### src/rtl/stack_engine.sv
// Hardware stack controller: PUSH/POP/CALL/RET over a single-port word memory
// with a downward-growing stack pointer and overflow/underflow detection.
module stack_engine #(
  parameter logic [31:0] STACK_TOP   = 32'd900,
  parameter logic [31:0] STACK_LIMIT = 32'd800
) (
  input  logic        clk,
  input  logic        rst,
  input  logic        op_valid,
  input  logic [1:0]  op_code,
  input  logic [31:0] push_data,
  input  logic [31:0] pc_in,
  input  logic        sp_load,
  input  logic [31:0] sp_load_val,
  output logic        op_ready,
  output logic        mem_req,
  output logic        mem_we,
  output logic [31:0] mem_addr,
  output logic [31:0] mem_wdata,
  input  logic [31:0] mem_rdata,
  input  logic        mem_ack,
  output logic [31:0] sp_out,
  output logic [31:0] pop_data,
  output logic [31:0] pc_out,
  output logic        done,
  output logic        ovf,
  output logic        udf
);

  typedef enum logic [1:0] {
    IDLE  = 2'd0,
    WRITE = 2'd1,
    READ  = 2'd2
  } state_t;

  state_t      state_r, next_state_s;
  logic [31:0] sp_r, addr_r, wdata_r, pop_data_r, pc_out_r;
  logic        req_r, we_r, done_r, ovf_r, udf_r, is_ret_r;
  logic        start_write_s, start_read_s, ovf_s, udf_s, ack_s;

  // State register
  always_ff @(posedge clk or negedge rst) begin
    if (!rst) begin
      state_r <= IDLE;
    end else begin
      state_r <= next_state_s;
    end
  end

  // Next-state and transaction-start decode; op_code bit0 selects read, bit1 selects CALL/RET
  always_comb begin
    next_state_s  = state_r;
    start_write_s = 1'b0;
    start_read_s  = 1'b0;
    ovf_s         = 1'b0;
    udf_s         = 1'b0;
    ack_s         = 1'b0;
    case (state_r)
      IDLE: begin
        if (sp_load) begin
          next_state_s = IDLE;
        end else if (op_valid) begin
          if (!op_code[0]) begin
            if (sp_r == STACK_LIMIT) begin
              ovf_s = 1'b1;
            end else begin
              start_write_s = 1'b1;
              next_state_s  = WRITE;
            end
          end else begin
            if (sp_r == STACK_TOP) begin
              udf_s = 1'b1;
            end else begin
              start_read_s = 1'b1;
              next_state_s = READ;
            end
          end
        end else begin
          next_state_s = IDLE;
        end
      end
      WRITE, READ: begin
        if (mem_ack) begin
          ack_s        = 1'b1;
          next_state_s = IDLE;
        end else begin
          next_state_s = state_r;
        end
      end
      default: begin
        next_state_s = IDLE;
      end
    endcase
  end

  // Datapath: stack pointer, memory request registers, results and status pulses
  always_ff @(posedge clk or negedge rst) begin
    if (!rst) begin
      sp_r       <= STACK_TOP;
      req_r      <= 1'b0;
      we_r       <= 1'b0;
      addr_r     <= 32'd0;
      wdata_r    <= 32'd0;
      pop_data_r <= 32'd0;
      pc_out_r   <= 32'd0;
      done_r     <= 1'b0;
      ovf_r      <= 1'b0;
      udf_r      <= 1'b0;
      is_ret_r   <= 1'b0;
    end else begin
      done_r <= ack_s;
      ovf_r  <= ovf_s;
      udf_r  <= udf_s;
      if ((state_r == IDLE) && sp_load) begin
        sp_r <= sp_load_val;
      end else if (start_write_s) begin
        req_r   <= 1'b1;
        we_r    <= 1'b1;
        addr_r  <= sp_r;
        wdata_r <= op_code[1] ? pc_in : push_data;
      end else if (start_read_s) begin
        req_r    <= 1'b1;
        we_r     <= 1'b0;
        addr_r   <= sp_r + 32'd1;
        is_ret_r <= op_code[1];
      end else if (ack_s) begin
        req_r <= 1'b0;
        we_r  <= 1'b0;
        if (state_r == WRITE) begin
          sp_r <= sp_r - 32'd1;
        end else begin
          sp_r <= sp_r + 32'd1;
          if (is_ret_r) begin
            pc_out_r <= mem_rdata;
          end else begin
            pop_data_r <= mem_rdata;
          end
        end
      end
    end
  end

  assign op_ready  = (state_r == IDLE);
  assign mem_req   = req_r;
  assign mem_we    = we_r;
  assign mem_addr  = addr_r;
  assign mem_wdata = wdata_r;
  assign sp_out    = sp_r;
  assign pop_data  = pop_data_r;
  assign pc_out    = pc_out_r;
  assign done      = done_r;
  assign ovf       = ovf_r;
  assign udf       = udf_r;

endmodule
### config.mk
export PLATFORM = sky130hd
export DESIGN_NAME = stack_engine
export DESIGN_NICKNAME = d
export VERILOG_FILES = /design/src/rtl/stack_engine.sv
export SDC_FILE = /design/constraint.sdc
export NUM_CORES = 1
export LEC_CHECK = 0
export CORE_MARGIN = 5
export CORE_UTILIZATION = 46
export DETAILED_ROUTE_END_ITERATION = 7
export PLACE_DENSITY_LB_ADDON = 0.25
export SETUP_SLACK_MARGIN = 0.5
export SYNTH_ARGS = -nofsm -noshare
export SYNTH_HDL_FRONTEND = slang
export SYNTH_SLANG_ARGS = --single-unit
### constraint.sdc
create_clock -name clk -period 3.05 [get_ports clk]
set_clock_uncertainty 0.2 [all_clocks]
set_input_delay 0.4575 -clock clk [delete_from_list [all_inputs] [get_ports clk]]
set_output_delay 0.4575 -clock clk [all_outputs]
set_load 0.03 [all_outputs]
==> results of run 1 <==
## cells by family after synthesis
logic type,after synthesis,synth area share
compound gates,223,0.157
xor+xnor,25,0.0247
fa+ha+maj,5,0.00707
buf+inv,91,0.0441
flops,168,0.476
mux,102,0.125
simple gates,278,0.167
## critical path, cell delays in order, from the launching register on
cell and delay, ns:
sky130_fd_sc_hd__dfrtp_1 0.41, sky130_fd_sc_hd__nor4_4 0.27, sky130_fd_sc_hd__buf_4 0.18, sky130_fd_sc_hd__nand4_4 0.12
sky130_fd_sc_hd__buf_6 0.16, sky130_fd_sc_hd__nor4_4 0.25, sky130_fd_sc_hd__buf_4 0.19, sky130_fd_sc_hd__nor2_4 0.08
sky130_fd_sc_hd__buf_6 0.14, sky130_fd_sc_hd__buf_6 0.11, sky130_fd_sc_hd__xnor2_2 0.13, sky130_fd_sc_hd__mux2_4 0.26
## through the flow
stage	power, W	instance area, µm²	util
2_1_floorplan	0.00726	8910	-
3_3_place_gp	0.00989	12300	0.652
3_5_place_dp	0.0100	12300	0.652
4_1_cts	0.0125	13300	0.707
5_1_grt	0.0135	13900	0.737
6_report	0.0129	13900	0.737
## synthesized netlist by cell type (18+ instances only)
master / count / area [µm²]
sky130_fd_sc_hd__nor3_1: 22 / 110
sky130_fd_sc_hd__nand3_1: 21 / 105
sky130_fd_sc_hd__o21ai_0: 32 / 160
sky130_fd_sc_hd__a2bb2oi_1: 18 / 158
sky130_fd_sc_hd__o22ai_1: 22 / 138
sky130_fd_sc_hd__nand2_1: 56 / 210
sky130_fd_sc_hd__a21oi_1: 92 / 460
sky130_fd_sc_hd__mux2_1: 30 / 338
sky130_fd_sc_hd__xor2_1: 20 / 175
sky130_fd_sc_hd__dfrtp_1: 164 / 4100
sky130_fd_sc_hd__mux2i_1: 36 / 360
sky130_fd_sc_hd__mux2_2: 36 / 405
sky130_fd_sc_hd__nor2_1: 94 / 353
sky130_fd_sc_hd__clkbuf_1: 56 / 210
## worst max path at each step
stage	slack [ns]	startpoint	cells after the start	endpoint
after floorplan	0.40	sp_out[10]	8	pop_data[10]
after detailed placement	0.06	sp_out[1]	8	pc_out[25]
final	0.44	sp_out[11]	11	mem_addr[0]
after CTS	0.39	sp_out[7]	7	sp_out[28]
after global routing	0.36	sp_out[11]	11	mem_addr[0]
after global placement	0.14	sp_out[13]	6	pc_out[6]
## cell type report
class | count | share of cell area
clock inverters | 15 | 0.0152
inverters | 11 | 0.00316
flip-flops and latches | 168 | 0.304
clock buffers | 17 | 0.0307
well taps | 260 | 0.0235
multi-input cells | 634 | 0.333
diodes | 1 | 0.000180
repair buffers | 404 | 0.290
## per-layer routing
| layer | wire (µm) | vias up |
|---|---|---|
| met1 | 12900 | 4198 |
| met5 | 0 | - |
| met3 | 2830 | 50 |
| met2 | 15500 | 480 |
| met4 | 701 | 0 |
| li1 | - | 3940 |
## power breakdown
group          total, W  leakage, nW  internal [W]  switching (W)
Sequential      0.00384         1.96       0.00313       0.000704
Clock           0.00229        0.306       0.00115        0.00115
Combinational   0.00675         3.46       0.00295        0.00380
Total            0.0129         5.73       0.00723        0.00565
## state kept, by name (all words and copies together) (netlist names)
| name | count |
|---|---|
| mem_addr | 32 |
| mem_wdata | 32 |
| pc_out | 32 |
| pop_data | 32 |
| sp_out | 32 |
| state_r | 2 |
| done | 1 |
| is_ret_r | 1 |
| mem_req | 1 |
| mem_we | 1 |
| ovf | 1 |
| udf | 1 |
## what timing repair did
item / 4_1_cts / 5_1_grt
endpoints found under the hold margin: 63 / 0
setup buffers: 27 / 22
endpoints found under the setup margin: 98 / 115
hold buffers: 1 / 0
gates resized for setup: 23 / 81
cloned: 3 / 3
pin swaps: 11 / 28
==> results.txt, run 1 <==
The run finished with clean final reports. The launch instance of the worst register-to-register path is sp_out[11]. The cell sitting at the root of the clock tree is a sky130_fd_sc_hd__clkbuf_16.

The number of hold violations in the final report is 0. The number of register bits inferred by synthesis came out at ~170. The total global routing overflow came out at 0.

From bottom edge to top edge, the die measures 149 µm. The most used flip-flop cell after synthesis is sky130_fd_sc_hd__dfrtp_1. The cell count of the worst reg-to-reg path is 11. The row count is 50. CTS saw 168 sinks. For the worst setup path, the data arrival time is 2.74 ns. After detailed routing, the number of remaining DRC violations is 0. The total global-route track usage is 0.271. The initial utilization of the core area, before any placement, comes to 0.470. Setup repair after global routing could not meet its margin everywhere. The via count of the first global-routing pass came to slightly above 8000. The slew at the pin closest to its max-slew limit came out at 0.973 ns. The layer flagged by global routing as most heavily used is met2. The worst setup path is captured at a register.

The number of vias after detailed routing came out at just under 9000. The global-route met2 utilization came out at 0.448. The port buffer count is 300. The filler cell count is between 1000 and 1500. For hold timing, the worst endpoint is pop_data[24]. OpenSTA, run right after detailed placement, puts the worst setup slack at about 0.060 ns.

The core box area is 0.0188 mm². Summing all multi-input logic gate instances after layout gives 0.00463 mm². The total number of nets in the final design came out at approximately 1400. The met1 usage is 0.365.

The async set-reset flop share out of synthesis came out at 1.00. The endpoint identified for the worst register-to-register timing path is mem_addr[0]. The CTS tree is yes. The wire length per cell after detailed routing came out at between 20 and 25 µm. The final-report max-slew violation count came out at 0. The HPWL after detailed placement is around 22000 µm. The die footprint came out at 0.0221 mm². The number of primary I/O pins is 301. At the end of routability-driven placement, the weighted congestion stood at between 0.9 and 1. The number of antenna violations at the first check in global routing is 1.

The required time of the critical path came out at 3.18 ns. The source-to-sink clock delay at the later pin of the worst-skew pair is 0.44 ns. The final-report setup violation count is 0.

Across the whole layout, storage elements account for approximately 0.0042 mm². The max-capacitance violation count is 0. Leaving out fill and tap cells, the most frequent cell in the layout is sky130_fd_sc_hd__clkdlybuf4s50_1. The worst slew margin relative to its limit came out at 0.351.

The violation count after the first detailed-routing iteration is around 940. The worst-case clock buffer depth is 2. The worst hold path begins at pop_data[24]. The count of flip-flops with a built-in enable after synthesis came out at 0.

The share of cells above drive strength 1 came out at 0.209. The final critical-path required period is about 2.6 ns. The critical path is of the reg -> reg type.

Measured along the x axis, the die boundary spans roughly 150 µm. The pin count of the biggest net entering global routing came out at 70. The CTS buffer count is 17. The routing usage on met3 is 0.0539. The clock slew seen by the registers of the worst setup and hold paths came out at approximately 0.08 ns. Derived from the worst setup path, the maximum achievable clock frequency is about 380 MHz.

The worst setup path is launched from a register. The slack of the critical path is 0.437 ns. The number of H-tree levels came out at 4. The worst-path maximum fanout came out at 6.

The maximum vdd ir drop came out at around 0.00055 V. Leaving out fill and tap cells, the most frequent cells in the layout are sky130_fd_sc_hd__clkdlybuf4s50_1, sky130_fd_sc_hd__dfrtp_1, sky130_fd_sc_hd__a21oi_1, sky130_fd_sc_hd__nor2_1, sky130_fd_sc_hd__buf_4. The synthesized area divided by synthesized cell count came out at 9.92 µm².

Using the TritonRoute via totals, the vias-per-cell ratio works out to ~5.7. The cell count after placement is about 1400. The first-pass GRT wire length is roughly 47000 µm. The post-synth net total came out at approximately 1000.

The leakage dissipation came out at between 5 and 6 nW. The final critical-path share of the clock period came out at 0.857. The proportion of synthesized chip area in sequential cells came out at 0.476. The total negative slack is 0 ns. The post-synthesis cell area is 0.00885 mm². The relative area change from synthesis to final layout is 56.8%.

Hold is met by 0.287 ns. The post-detailed-routing wire length is 31900 µm. The count of antenna-violating nets left after detailed routing is 0. The count of mapped cells out of synthesis is 892. The reg2reg setup slack came out at 0.44 ns.

The final cell count without fillers is ~1500. For this design the ratio of total power to cell area is roughly 930 mW/mm². The number of warnings printed during yosys synthesis came out at 0. The number of distinct standard cells referenced by the synthesized netlist is between 70 and 80. The number of iterations in the first detailed-routing pass is 7. The count of cells along the worst hold path is 1. The worst hold path belongs to the class reg -> reg.
(Power assumes the default switching activity.)
==> run 2, diff against run 1 <==
SETUP_SLACK_MARGIN = 0.1   (was 0.5)
SKIP_LAST_GASP = 1   (was not set)
==> run 2 against run 1 <==
Global-route usage down 1.7 points; non-clock buffer count down 51; total power down 4.3%; fmax down 6.8%; clock-buffer cell count unchanged; critical path depth down 2; setup slack worse by 0.19 ns; critical endpoint is now pc_out[15]; via count down 6.5%; utilization down 4.8 points; final cell count down 3.5%; critical path type unchanged; highest routed layer is now met5.
==> results.txt, run 2 (synthesized netlist as in run 1, its figures left out) <==
The filler cell count was 1478 (was 1327). The share of total power in combinational logic came out at 0.510 (was 0.524). The violation count after the first detailed-routing iteration is 662 (was 936).

The worst setup path category was reg -> reg (unchanged). The max-capacitance violation count was 0 (unchanged). The total net switching power came out at 0.00540 W (was 0.00565 W). The worst slew margin relative to its limit was 0.380 (was 0.351).

The number of vias after detailed routing came out at 8108 (was 8668). The CTS buffer count came to 17 (unchanged). The final routed DRC violation total is 0 (unchanged). The path category of the worst min-delay check was reg -> reg (unchanged). The cell count of the worst reg-to-reg path is 9 (was 11). The starting density of the core came to 0.470 (unchanged).

The maximum clock frequency came to 357 MHz (was 383 MHz). The met1 usage is 0.333 (was 0.365). The row count came out at 50 (unchanged). The required time of the critical path is 3.16 ns (was 3.18 ns). The number of hold violations in the final report came to 0 (unchanged).

The total number of nets in the final design came out at 1324 (was 1376). The die boundary width came out at 149 µm (unchanged). The relative area change from synthesis to final layout came to 46.5% (was 56.8%). The count of antenna-violating nets left after detailed routing came out at 0 (unchanged). The share of cells above drive strength 1 came out at 0.122 (was 0.209). The vertical extent of the die came out at 149 µm (unchanged).

The element type at the critical path end was a register (unchanged). The maximum vdd ir drop came to 0.000683 V (was 0.000552 V). The slew at the pin closest to its max-slew limit is 0.930 ns (was 0.973 ns).

The total global routing overflow was 0 (unchanged). The total global-route track usage is 0.254 (was 0.271). The number of primary I/O pins came out at 301 (unchanged). The post-layout utilization of the core was 0.688 (was 0.737). The port buffer count is 300 (unchanged).

The number of clock sinks seen by CTS came out at 168 (unchanged). The worst slack after detailed placement is 0.216 ns (was 0.0604 ns). The count of cells along the worst hold path is 1 (unchanged). The number of iterations in the first detailed-routing pass is 5 (was 7). The first-pass GRT wire length came out at 44200 µm (was 47100 µm).

The final-report max-slew violation count came out at 0 (unchanged). The final-report setup violation count is 0 (unchanged). The clock slew seen by the registers of the worst setup and hold paths is 0.07 ns (was 0.08 ns). The source-to-sink clock delay at the later pin of the worst-skew pair came to 0.43 ns (was 0.44 ns). The worst endpoint data arrival time is 2.92 ns (was 2.74 ns). The most common cell after layout, fill and taps aside is sky130_fd_sc_hd__clkdlybuf4s50_1 (unchanged). The internal power came out at 0.00692 W (was 0.00723 W). RSZ-0062 raised after global routing: no (was yes). The final weighted congestion in routability-driven placement is 0.946 (was 0.947).

The worst-case clock buffer depth is 2 (unchanged). The total half-perimeter wirelength after legalization and detailed placement came out at 21400 µm (was 21500 µm). The leakage dissipation came out at 5.28 nW (was 5.73 nW). The power per unit of standard cell area came out at 950 mW/mm² (was 928 mW/mm²). The post-detailed-routing wire length is 28400 µm (was 31900 µm). Status: completed (unchanged). The worst-path maximum fanout is 32 (was 6). The pin count of the biggest net entering global routing came out at 65 (was 70).

The number of H-tree levels is 4 (unchanged). The clock power share came out at 0.183 (was 0.178). The global-route met2 utilization is 0.416 (was 0.448). The wire length per cell after detailed routing is 19.5 µm (was 21.2 µm).

The die footprint came out at 0.0221 mm² (unchanged). Leading cell types in the layout, fill and taps excluded: sky130_fd_sc_hd__clkdlybuf4s50_1, sky130_fd_sc_hd__dfrtp_1, sky130_fd_sc_hd__nor2_1 (was sky130_fd_sc_hd__clkdlybuf4s50_1, sky130_fd_sc_hd__dfrtp_1, sky130_fd_sc_hd__a21oi_1, sky130_fd_sc_hd__nor2_1, sky130_fd_sc_hd__buf_4). The routing usage on met3 came out at 0.0622 (was 0.0539).

The number of antenna violations at the first check in global routing came out at 1 (unchanged). The share of total power consumed by net switching is 0.438 (was 0.439). The hold slack came to 0.289 ns (was 0.287 ns). The final critical-path share of the clock period is 0.919 (was 0.857).

The number of vias per cell came to 5.56 (was 5.74). The power share of the sequential group was 0.308 (was 0.298). The final critical-path required period is 2.80 ns (was 2.61 ns). The root buffer cell was sky130_fd_sc_hd__clkbuf_16 (unchanged). The number of antenna cells inserted is 0 (was 1). The startpoint class of the critical path is a register (unchanged). The core box area was 0.0188 mm² (unchanged). The CTS tree was yes (unchanged). The via count of the first global-routing pass is 8012 (was 8251). The total negative slack is 0 ns (unchanged). The slack of the critical path came out at 0.246 ns (was 0.437 ns). The most congested layer reported by global routing is met2 (unchanged).
## run 2: repair_timing
item,CTS,global route
resized for setup,0,1
endpoints found under the setup margin,0,8
endpoints found under the hold margin,61,0
hold buffers,1,0
setup buffers,0,1
## run 2: power groups by stage
stage / clock [W] / combinational, W / sequential, W
floorplan: 0 / 0.00178 / 0.00544
global route: 0.00239 / 0.00662 / 0.00393
detailed placement: 0 / 0.00627 / 0.00382
global placement: 0 / 0.00618 / 0.00379
finish: 0.00225 / 0.00628 / 0.00379
CTS: 0.00230 / 0.00629 / 0.00379
## run 2: critical path, stage by stage, from the launching register on
cell	delay (ns)
sky130_fd_sc_hd__dfrtp_1	0.52
sky130_fd_sc_hd__inv_1	0.15
sky130_fd_sc_hd__ha_1	0.21
sky130_fd_sc_hd__and3_1	0.19
sky130_fd_sc_hd__nand4_2	0.15
sky130_fd_sc_hd__nor3_2	0.08
sky130_fd_sc_hd__a21oi_4	0.21
sky130_fd_sc_hd__nand4b_4	0.16
sky130_fd_sc_hd__buf_4	0.39
sky130_fd_sc_hd__mux2_2	0.40
## run 2: final timing paths
check | startpoint | slack [ns] | to
max in group asynchronous | rst | 1.43 | pc_out[3]
hold reg to reg | pop_data[9] | 0.29 | pop_data[9]
hold / removal | pop_data[9] | 0.29 | pop_data[9]
setup / recovery | sp_out[0] | 0.25 | pc_out[15]
min in group asynchronous | rst | 0.38 | mem_addr[15]
setup reg to reg | sp_out[0] | 0.25 | pc_out[15]
## run 2: per-layer routing
metal  wire length [µm]  part of all wire  up-vias
met5                 13           0.00046        -
met3               2550             0.090       47
met4                722             0.025        2
met1              11500              0.40     3833
li1                   -                 -     3826
met2              13700              0.48      400
## run 2: through the flow
| step | instances | power [W] | instance area [µm²] |
|---|---|---|---|
| floorplan | 892 | 0.00722 | 8850 |
| global placement | 1423 | 0.00997 | 12300 |
| detailed placement | 1423 | 0.0101 | 12300 |
| CTS | 1456 | 0.0124 | 12900 |
| global route | 1457 | 0.0129 | 13000 |
| finish | 1457 | 0.0123 | 13000 |
## run 2: layout make-up
class	count	area (µm²)	area share
Clock buffer	17	425	0.0328
Clock inverter	15	216	0.0167
Inverter	11	41.3	0.00319
Multi-Input combinational cell	633	4270	0.329
Sequential cell	168	4210	0.325
Tap cell	260	325	0.0251
Timing Repair Buffer	353	3470	0.268
